`src/rtl/clock_pkg.sv`:
```
// Shared BCD definitions for the clock stages (mm:ss here, hours downstream).
package clock_pkg;
  typedef logic [3:0] bcd_t;

  localparam bcd_t DIGIT_MAX = 4'd9;
  localparam bcd_t TENS_MAX  = 4'd5;
endpackage

```
`src/rtl/clock_mmss_counter_if.sv`:
```
// Control inputs and BCD display outputs of the mm:ss stage.
interface clock_mmss_counter_if;
  import clock_pkg::*;

  logic run;
  logic hold;
  logic sel;
  logic add;
  logic sub;
  bcd_t sec_low;
  bcd_t sec_high;
  bcd_t min_low;
  bcd_t min_high;
  logic tick;
  logic hour_add;

  modport master (
    output run, hold, sel, add, sub,
    input  sec_low, sec_high, min_low, min_high, tick, hour_add
  );

  modport slave (
    input  run, hold, sel, add, sub,
    output sec_low, sec_high, min_low, min_high, tick, hour_add
  );
endinterface

```
`src/rtl/bcd60_counter.sv`:
```
// Two-digit BCD modulo-60 up/down counter; wrap flags the 59 -> 00 increment.
module bcd60_counter
  import clock_pkg::*;
(
  input  logic clk,
  input  logic rst_n,
  input  logic inc,
  input  logic dec,
  input  logic en,
  output bcd_t low,
  output bcd_t high,
  output logic wrap
);

  assign wrap = inc && (low == DIGIT_MAX) && (high == TENS_MAX);

  // inc and dec together cancel out
  always_ff @(posedge clk) begin
    if (!rst_n) begin
      low  <= '0;
      high <= '0;
    end else if (en && (inc ^ dec)) begin
      if (inc) begin
        if (low == DIGIT_MAX) begin
          low  <= '0;
          high <= (high == TENS_MAX) ? 4'd0 : high + 4'd1;
        end else begin
          low  <= low + 4'd1;
        end
      end else begin
        if (low == 4'd0) begin
          low  <= DIGIT_MAX;
          high <= (high == 4'd0) ? TENS_MAX : high - 4'd1;
        end else begin
          low  <= low - 4'd1;
        end
      end
    end
  end

endmodule

```
`src/rtl/clock_mmss_counter.sv`:
```
// 1 s time base plus BCD seconds/minutes with button adjust and hour carry pulse.
module clock_mmss_counter
  import clock_pkg::*;
#(
  parameter int DIV = 50000000
) (
  input  logic clk,
  input  logic rst_n,
  clock_mmss_counter_if.slave io
);

  localparam int CNT_W = $clog2(DIV);

  logic [CNT_W-1:0] pre;
  logic             add_q, sub_q;
  logic             add_rise, sub_rise;
  logic             adj, adv;
  logic             sec_inc, sec_dec, min_inc, min_dec;
  logic             sec_wrap, min_wrap;

  assign add_rise = io.add & ~add_q;
  assign sub_rise = io.sub & ~sub_q;

  // simultaneous add/sub edges cancel and fall through to timekeeping
  assign adj = !io.hold && (add_rise ^ sub_rise);
  assign adv = !io.hold && !adj && io.run && (pre == CNT_W'(DIV - 1));

  assign sec_inc = adv || (adj && add_rise && !io.sel);
  assign sec_dec = adj && sub_rise && !io.sel;
  assign min_inc = (adv && sec_wrap) || (adj && add_rise && io.sel);
  assign min_dec = adj && sub_rise && io.sel;

  // edge registers track the buttons even during hold, so held edges are consumed
  always_ff @(posedge clk) begin
    if (!rst_n) begin
      add_q <= 1'b0;
      sub_q <= 1'b0;
    end else begin
      add_q <= io.add;
      sub_q <= io.sub;
    end
  end

  always_ff @(posedge clk) begin
    if (!rst_n) begin
      pre <= '0;
    end else if (io.hold) begin
      pre <= pre;
    end else if (adj) begin
      pre <= '0;
    end else if (io.run) begin
      pre <= adv ? '0 : pre + CNT_W'(1);
    end
  end

  always_ff @(posedge clk) begin
    if (!rst_n) begin
      io.tick     <= 1'b0;
      io.hour_add <= 1'b0;
    end else begin
      io.tick     <= adv;
      io.hour_add <= adv && sec_wrap && min_wrap;
    end
  end

  bcd60_counter u_sec (
    .clk   (clk),
    .rst_n (rst_n),
    .inc   (sec_inc),
    .dec   (sec_dec),
    .en    (!io.hold),
    .low   (io.sec_low),
    .high  (io.sec_high),
    .wrap  (sec_wrap)
  );

  bcd60_counter u_min (
    .clk   (clk),
    .rst_n (rst_n),
    .inc   (min_inc),
    .dec   (min_dec),
    .en    (!io.hold),
    .low   (io.min_low),
    .high  (io.min_high),
    .wrap  (min_wrap)
  );

endmodule

```
`src/flat_wrapper.sv`:
```
// flat-port wrapper written by rule: the top's interface ports become plain ports
module clock_mmss_counter_flat import clock_pkg::*;
#(
  parameter int DIV = 50000000
)
  (clk, rst_n, io_run, io_hold, io_sel, io_add, io_sub, io_sec_low, io_sec_high, io_min_low, io_min_high, io_tick, io_hour_add);
  clock_mmss_counter_if io_i ();
  input  logic clk;
  input  logic rst_n;
  input wire logic [$bits(io_i.run)-1:0] io_run;
  input wire logic [$bits(io_i.hold)-1:0] io_hold;
  input wire logic [$bits(io_i.sel)-1:0] io_sel;
  input wire logic [$bits(io_i.add)-1:0] io_add;
  input wire logic [$bits(io_i.sub)-1:0] io_sub;
  output wire logic [$bits(io_i.sec_low)-1:0] io_sec_low;
  output wire logic [$bits(io_i.sec_high)-1:0] io_sec_high;
  output wire logic [$bits(io_i.min_low)-1:0] io_min_low;
  output wire logic [$bits(io_i.min_high)-1:0] io_min_high;
  output wire logic [$bits(io_i.tick)-1:0] io_tick;
  output wire logic [$bits(io_i.hour_add)-1:0] io_hour_add;
  assign io_i.run = io_run;
  assign io_i.hold = io_hold;
  assign io_i.sel = io_sel;
  assign io_i.add = io_add;
  assign io_i.sub = io_sub;
  assign io_sec_low = io_i.sec_low;
  assign io_sec_high = io_i.sec_high;
  assign io_min_low = io_i.min_low;
  assign io_min_high = io_i.min_high;
  assign io_tick = io_i.tick;
  assign io_hour_add = io_i.hour_add;
  clock_mmss_counter #(.DIV(DIV)) u_core (.clk(clk), .rst_n(rst_n), .io(io_i));
endmodule
```
`config.mk`:
```
export PLATFORM = sky130hd
export DESIGN_NAME = clock_mmss_counter_flat
export DESIGN_NICKNAME = d
export VERILOG_FILES = /design/src/rtl/clock_pkg.sv /design/src/rtl/clock_mmss_counter_if.sv /design/src/rtl/bcd60_counter.sv /design/src/rtl/clock_mmss_counter.sv /design/src/flat_wrapper.sv
export SDC_FILE = /design/constraint.sdc
export NUM_CORES = 1
export LEC_CHECK = 0
export CAP_MARGIN = 20
export CORE_MARGIN = 4
export CORE_UTILIZATION = 50
export DETAILED_ROUTE_END_ITERATION = 8
export PLACE_DENSITY_LB_ADDON = 0.1
export SETUP_SLACK_MARGIN = 0.3
export SLEW_MARGIN = 20
export SYNTH_ARGS = -nofsm -noshare
export SYNTH_HDL_FRONTEND = slang
export SYNTH_SLANG_ARGS = --single-unit
```
`constraint.sdc`:
```
create_clock -name clk -period 3.1 [get_ports clk]
set_clock_uncertainty 0.2 [all_clocks]
set_input_delay 0.62 -clock clk [delete_from_list [all_inputs] [get_ports clk]]
set_output_delay 0.62 -clock clk [all_outputs]
set_load 0.01 [all_outputs]
```
# == Word-level counts from Yosys, hierarchy flattened ==
# Index checks and enable logic that the tools add are counted.
# word_totals
out_inout_bits,18
register_bits,46
inputBits,7
elab_cells,85
# op_classes
reduce_logical,33
eq_ne,7
addsub,9
mux,19
bitwise,8
# ops
cell,count
$mux 26,3
$mux 4,16
$add 26x1->26 const B,1
$eq 26x26->1 const B,1
$logic_and 1x1->1,18
$add 4x1->4 const B,4
$logic_not 4->1,4
$sub 4x1->4 const B,4
$eq 4x3->1 const B,2
$eq 4x4->1 const B,2
$reduce_and 3->1,2
$reduce_bool 2->1,3
$ne 2x1->1 const B,2
$logic_not 1->1,3
$not 1->1,3
$xor 1x1->1,3
$and 1x1->1,2
$logic_or 1x1->1,2
$reduce_and 2->1,1

# == Longest topological paths before layout ==
# logic_depth
word_depth,16
mapped_depth,9
ltp_nobuf,8

# == Hierarchy ==
# A second synthesis with hierarchy kept.
# unflattened
cells_unflattened,325
area_unflattened_um2,2670.1
# by_module_without_submodules
mod,area_each_um2,seq_area_each_um2,n_inst,cells_per_inst
clock_mmss_counter,1594.0,600.6,1,187
bcd60_counter,538.0,160.2,2,69

# == Worst setup path before layout ==
# OpenSTA, ideal clock, no wires.
# synth_timing
kind,input port to flip-flop
startpoint,input port io_sub
endpoint,register u_core.u_sec.high[3]
setup_ps,59
n_path_buf,2
required_ps,2841
arrival_ps,2439
path_stages,9
slack_ps,402
path_cell_list,nor2b_1 -> buf_4 -> xnor2_1 -> or4b_1 -> buf_2 -> and2_4 -> or4_1 -> o21ai_1 -> and2_1
# synth_between
elab_chain_cells,11
elab_cells_between_ends,18
cone_classes,eq/ne (1); mux (1); bitwise (3); reduce/logical (13)
# synth_rtl
item,line_no,text
start: declaration,flat_wrapper.sv:14,input wire logic [$bits(io_i.sub)-1:0] io_sub;
$and 1x1->1 *,clock_mmss_counter.sv:22,assign sub_rise = io.sub & ~sub_q;
$xor 1x1->1,clock_mmss_counter.sv:25,assign adj = !io.hold && (add_rise ^ sub_rise);
$logic_and 1x1->1,clock_mmss_counter.sv:25,
$logic_not 1->1,clock_mmss_counter.sv:26,assign adv = !io.hold && !adj && io.run && (pre == CNT_W'(DIV - 1));
$logic_and 1x1->1 (3 in a row),clock_mmss_counter.sv:26,
$logic_or 1x1->1,clock_mmss_counter.sv:28,assign sec_inc = adv || (adj && add_rise && !io.sel);
$xor 1x1->1,bcd60_counter.sv:22,end else if (en && (inc ^ dec)) begin
$logic_and 1x1->1,bcd60_counter.sv:22,
$reduce_and 3->1 (no source line),n/a,
end signal: assignment,bcd60_counter.sv:26,high <= (high == TENS_MAX) ? 4'd0 : high + 4'd1;
end signal: assignment,bcd60_counter.sv:33,high <= (high == 4'd0) ? TENS_MAX : high - 4'd1;
end: declaration,bcd60_counter.sv:11,"output bcd_t high,"
# Mark *: on every way between the ends. The rest lies on a longest branch, timed or not.
# A chain may end at the register's enable or synchronous reset.

# == Worst setup path in the final report ==
# layout_timing
startpoint,input port io_sub
endpoint,register u_core.u_sec.low[3]
# layout_between
elab_chain_cells,10
elab_cells_between_ends,15
cone_classes,mux (1); bitwise (3); reduce/logical (11)
# layout_rtl
item,line_no,text
$and 1x1->1 *,clock_mmss_counter.sv:22,
$xor 1x1->1,clock_mmss_counter.sv:25,
$logic_and 1x1->1,clock_mmss_counter.sv:25,
$logic_not 1->1,clock_mmss_counter.sv:26,
$logic_and 1x1->1 (3 in a row),clock_mmss_counter.sv:26,
$logic_or 1x1->1,clock_mmss_counter.sv:28,
$xor 1x1->1,bcd60_counter.sv:22,
$logic_and 1x1->1,bcd60_counter.sv:22,
end signal: assignment,bcd60_counter.sv:28,low <= low + 4'd1;
end signal: assignment,bcd60_counter.sv:35,low <= low - 4'd1;
end: declaration,bcd60_counter.sv:10,"output bcd_t low,"
# Marks and branches as above.

==> impl_metrics.yaml <==
power:
  switchingPower_uw: 301
  powerDensity_nw_per_um2: 380
  combPwrFrac_pct: 12.6
  p_int_uw: 921
  power.static_leakage_uw: 0.00115
  clkPwrFrac_pct: 36.5
  pwr-share-seq_pct: 50.8
  peakVddDrop_uv: 207
  sw_frac_of_total_pct: 24.7
clock_tree:
  clkSinkCount: 46
  clkTransAtPathRegs_ns: 0.09
  worstSkewPairLatency_ns: 0.30
  ctsHoldBuffers: 0
  cts.path.max_buffers: 2
  htree_levels: 2
  tritoncts.num_buffers: 5
  tritoncts: "built"
  cts_root_buffer: "clkbuf_8"
global_routing:
  grt_use_met1_pct: 26.9
  grt-ovfl-total: 0
  first_global_vias: 2245
  grt_antenna_before_repair: 0
  grt.busiest_layer: "met2"
  grt_pass1_wl_um: 10200
  grt_max_degree: 26
  grtUsageTotal_pct: 19.9
  globalRouteMet2Util_pct: 31.5
  met3_usage_pct: 4.48
place:
  io_buffer_count: 24
  gp_congestion: 0.858
  dp_slack_ns: -0.0375
  dp_hpwl_um: 4290
  dpl.cell_count: 425
setup_path:
  cp_max_fo: 6
  crit_path_start_kind: "input pin"
  crit_type: "input pin to flop"
  cpMaxStageDelayCell: "or4b_4"
  cp_cell_sequence: "clkdlybuf4s50_1 -> nor2b_4 -> xnor2_1 -> or4b_4 -> buf_4 -> nor4b_1 -> a211o_1 -> and3_1"
  cp.arrival_ns: 2.76
  path_buf_inv: 2
  critical-path-top-delay-family: "simple AND/OR/NAND/NOR gates"
  max_stage_delay_ns: 0.56
  end_kind: "flop"
  worst_ep_required_time_ns: 3.15
logic_synthesis:
  avgSynthCellArea_sq_um: 8.05
  synthesis.nets: 334
  syn_area_sq_um: 2630
  async_flop_share_pct: 0
  synthTopCellsByCount: "46 x dfxtp_1, 35 x nor2_1, 28 x nand2_1"
  yosysTopAreaCell: "dfxtp_1"
  ys_seq_elements: 46
  yosysMostFrequentCell: "dfxtp_1"
  ys.flop_type: "dfxtp_1"
  netlist_top_cells_area: "dfxtp_1 35%, nor2_1 5.0%, xnor2_1 5.0%"
  yosysWarningCount: 0
  synth-seq-area-share_pct: 35.1
  synthCells: 326
  synth-edff-count: 0
  synth_top_area_share_pct: 35.1
  ys_types: 61
floorplanning:
  io_pins: 25
  dieArea_sq_um: 6470
  fp.dieH_um: 80.5
  fp.dieW_um: 80.5
  rows: 26
  initial_core_util_pct: 51.4
  fp.coreArea_sq_um: 5110
sta:
  finalHoldWorstSlack_ns: 0.311
  finalHoldViolations: 0
  fmax_mhz: 369
  rsz0062_at_grt: "no"
  tightest_slew_ns: 0.550
  min_period_ns: 2.71
  report.final.slew_viol_count: 0
  slew_headroom_pct: 63.2
  period_share_pct: 87.4
  layout_setup_ws_ns: 0.391
  setup_violations: 0
  fin_tns_setup_ns: 0
finish:
  area_growth_pct: 22.5
  diodes: 0
  seqCellArea_sq_um: 922
  fin_nets: 371
  drive_gt1_share_pct: 13.2
  final_cells: 434
  nFillCells: 460
  multi_input_area_sq_um: 1630
drt:
  via_per_inst: 5.65
  wire_per_inst_um: 13.9
  num_vias: 2453
  routed_wl_um: 6030
  drcViolationCount: 0
  drtPass1Iterations: 5
  first_iter_violations: 111
  antenna_left: 0
outcome:
  outcome: "finished, final reports clean"
flow_run:
  max_cap_viol_count: 0
worst_hold_path:
  min-delay-path-class: "flop to flop"
[metal layers]
metal | part of all wire, % | vias to the layer above
met3 | 4.9 | 7
met2 | 45 | 53
met5 | 0 | -
met4 | 0.96 | 0
met1 | 49 | 1137
li1 | - | 1256
[cell families after synthesis]
logic type      after synthesis  synth area share (%)
simple gates                156                  32.8
flops                        46                  35.1
xor+xnor                     29                  9.68
mux                           1                 0.429
buf+inv                      28                  4.34
compound gates               65                  17.2
fa+ha+maj                     1                 0.477
[power groups by stage]
stage	logic (uW)	registers, uW	clock network [uW]
after floorplan	91.5	628	0
after global placement	149	633	0
after detailed placement	150	633	0
after CTS	152	620	458
after global routing	169	624	486
final	154	621	447
[per-stage QoR]
step,instance area (sq um),utilization [%],total power [uW]
after global placement,3060,59.9,782
final,3220,63.0,1220
after detailed placement,3060,59.9,783
after global routing,3220,63.0,1280
after CTS,3170,62.1,1230
after floorplan,2630,-,720
[state kept, by name, indices dropped and copies added, names as in the netlist]
register and count:
u_core.add_q 1, u_core.io.hour_add 1, u_core.io.tick 1, u_core.pre 26
u_core.sub_q 1, u_core.u_min.high 4, u_core.u_min.low 4, u_core.u_sec.high 4
u_core.u_sec.low 4
[layout make-up]
type / count / area share (%)
Timing Repair Buffer: 48 / 13.5
Clock inverter: 1 / 0.934
Tap cell: 70 / 2.72
Inverter: 10 / 1.17
Sequential cell: 46 / 28.7
Multi-Input combinational cell: 252 / 50.7
Clock buffer: 7 / 2.37
[final timing paths]
check	from	end	slack, ns	cells past startpoint
max	io_sub	u_core.u_sec.low[3]	0.39	8
max reg2reg	u_core.pre[1]	u_core.u_sec.low[3]	0.46	8
min	u_core.pre[9]	u_core.pre[9]	0.31	2
min reg2reg	u_core.pre[9]	u_core.pre[9]	0.31	2
[worst reg2reg max path, delay by kind of cell (launching register included)]
family,cells,cell delay [ns]
and+or+nand+nor,5,1.43
DFF,1,0.41
adders and majority gates,1,0.24
buffers and inverters,1,0.17
AOI/OAI and AO/OA,1,0.15
[repair_timing]
item / 4_1_cts / 5_1_grt
gates cloned: 0 / 0
pin swaps: 0 / 2
setup buffers: 0 / 1
endpoints found under the setup margin: 1 / 12
hold endpoints to repair: 0 / 0
resized for setup: 1 / 9
[placed cells by master (no fill, tap or decap), types with 2 or more instances in the layout]
cell type        instances
xnor2_1                 15
buf_4                   23
o32ai_1                  2
a31oi_1                  5
o21ai_0                 14
a21boi_0                 3
a211oi_2                 2
nor3_1                  11
nand4_1                 12
and4_1                   5
o211a_1                  2
o21a_1                   3
dfxtp_1                 45
and3_1                   9
o22ai_1                  4
nand2_1                 28
nor4_1                   2
and2_1                   9
xor2_1                  14
or3_1                    5
a21oi_1                 12
nor2_1                  35
nor2b_1                  2
nand3_1                 14
clkbuf_1                 2
nand2b_1                 3
clkdlybuf4s50_1         24
inv_1                   10
clkbuf_8                 5
a311oi_1                 2
or4_1                    4
o211ai_1                 2
Note: power is estimated with default switching activity, not from simulation.
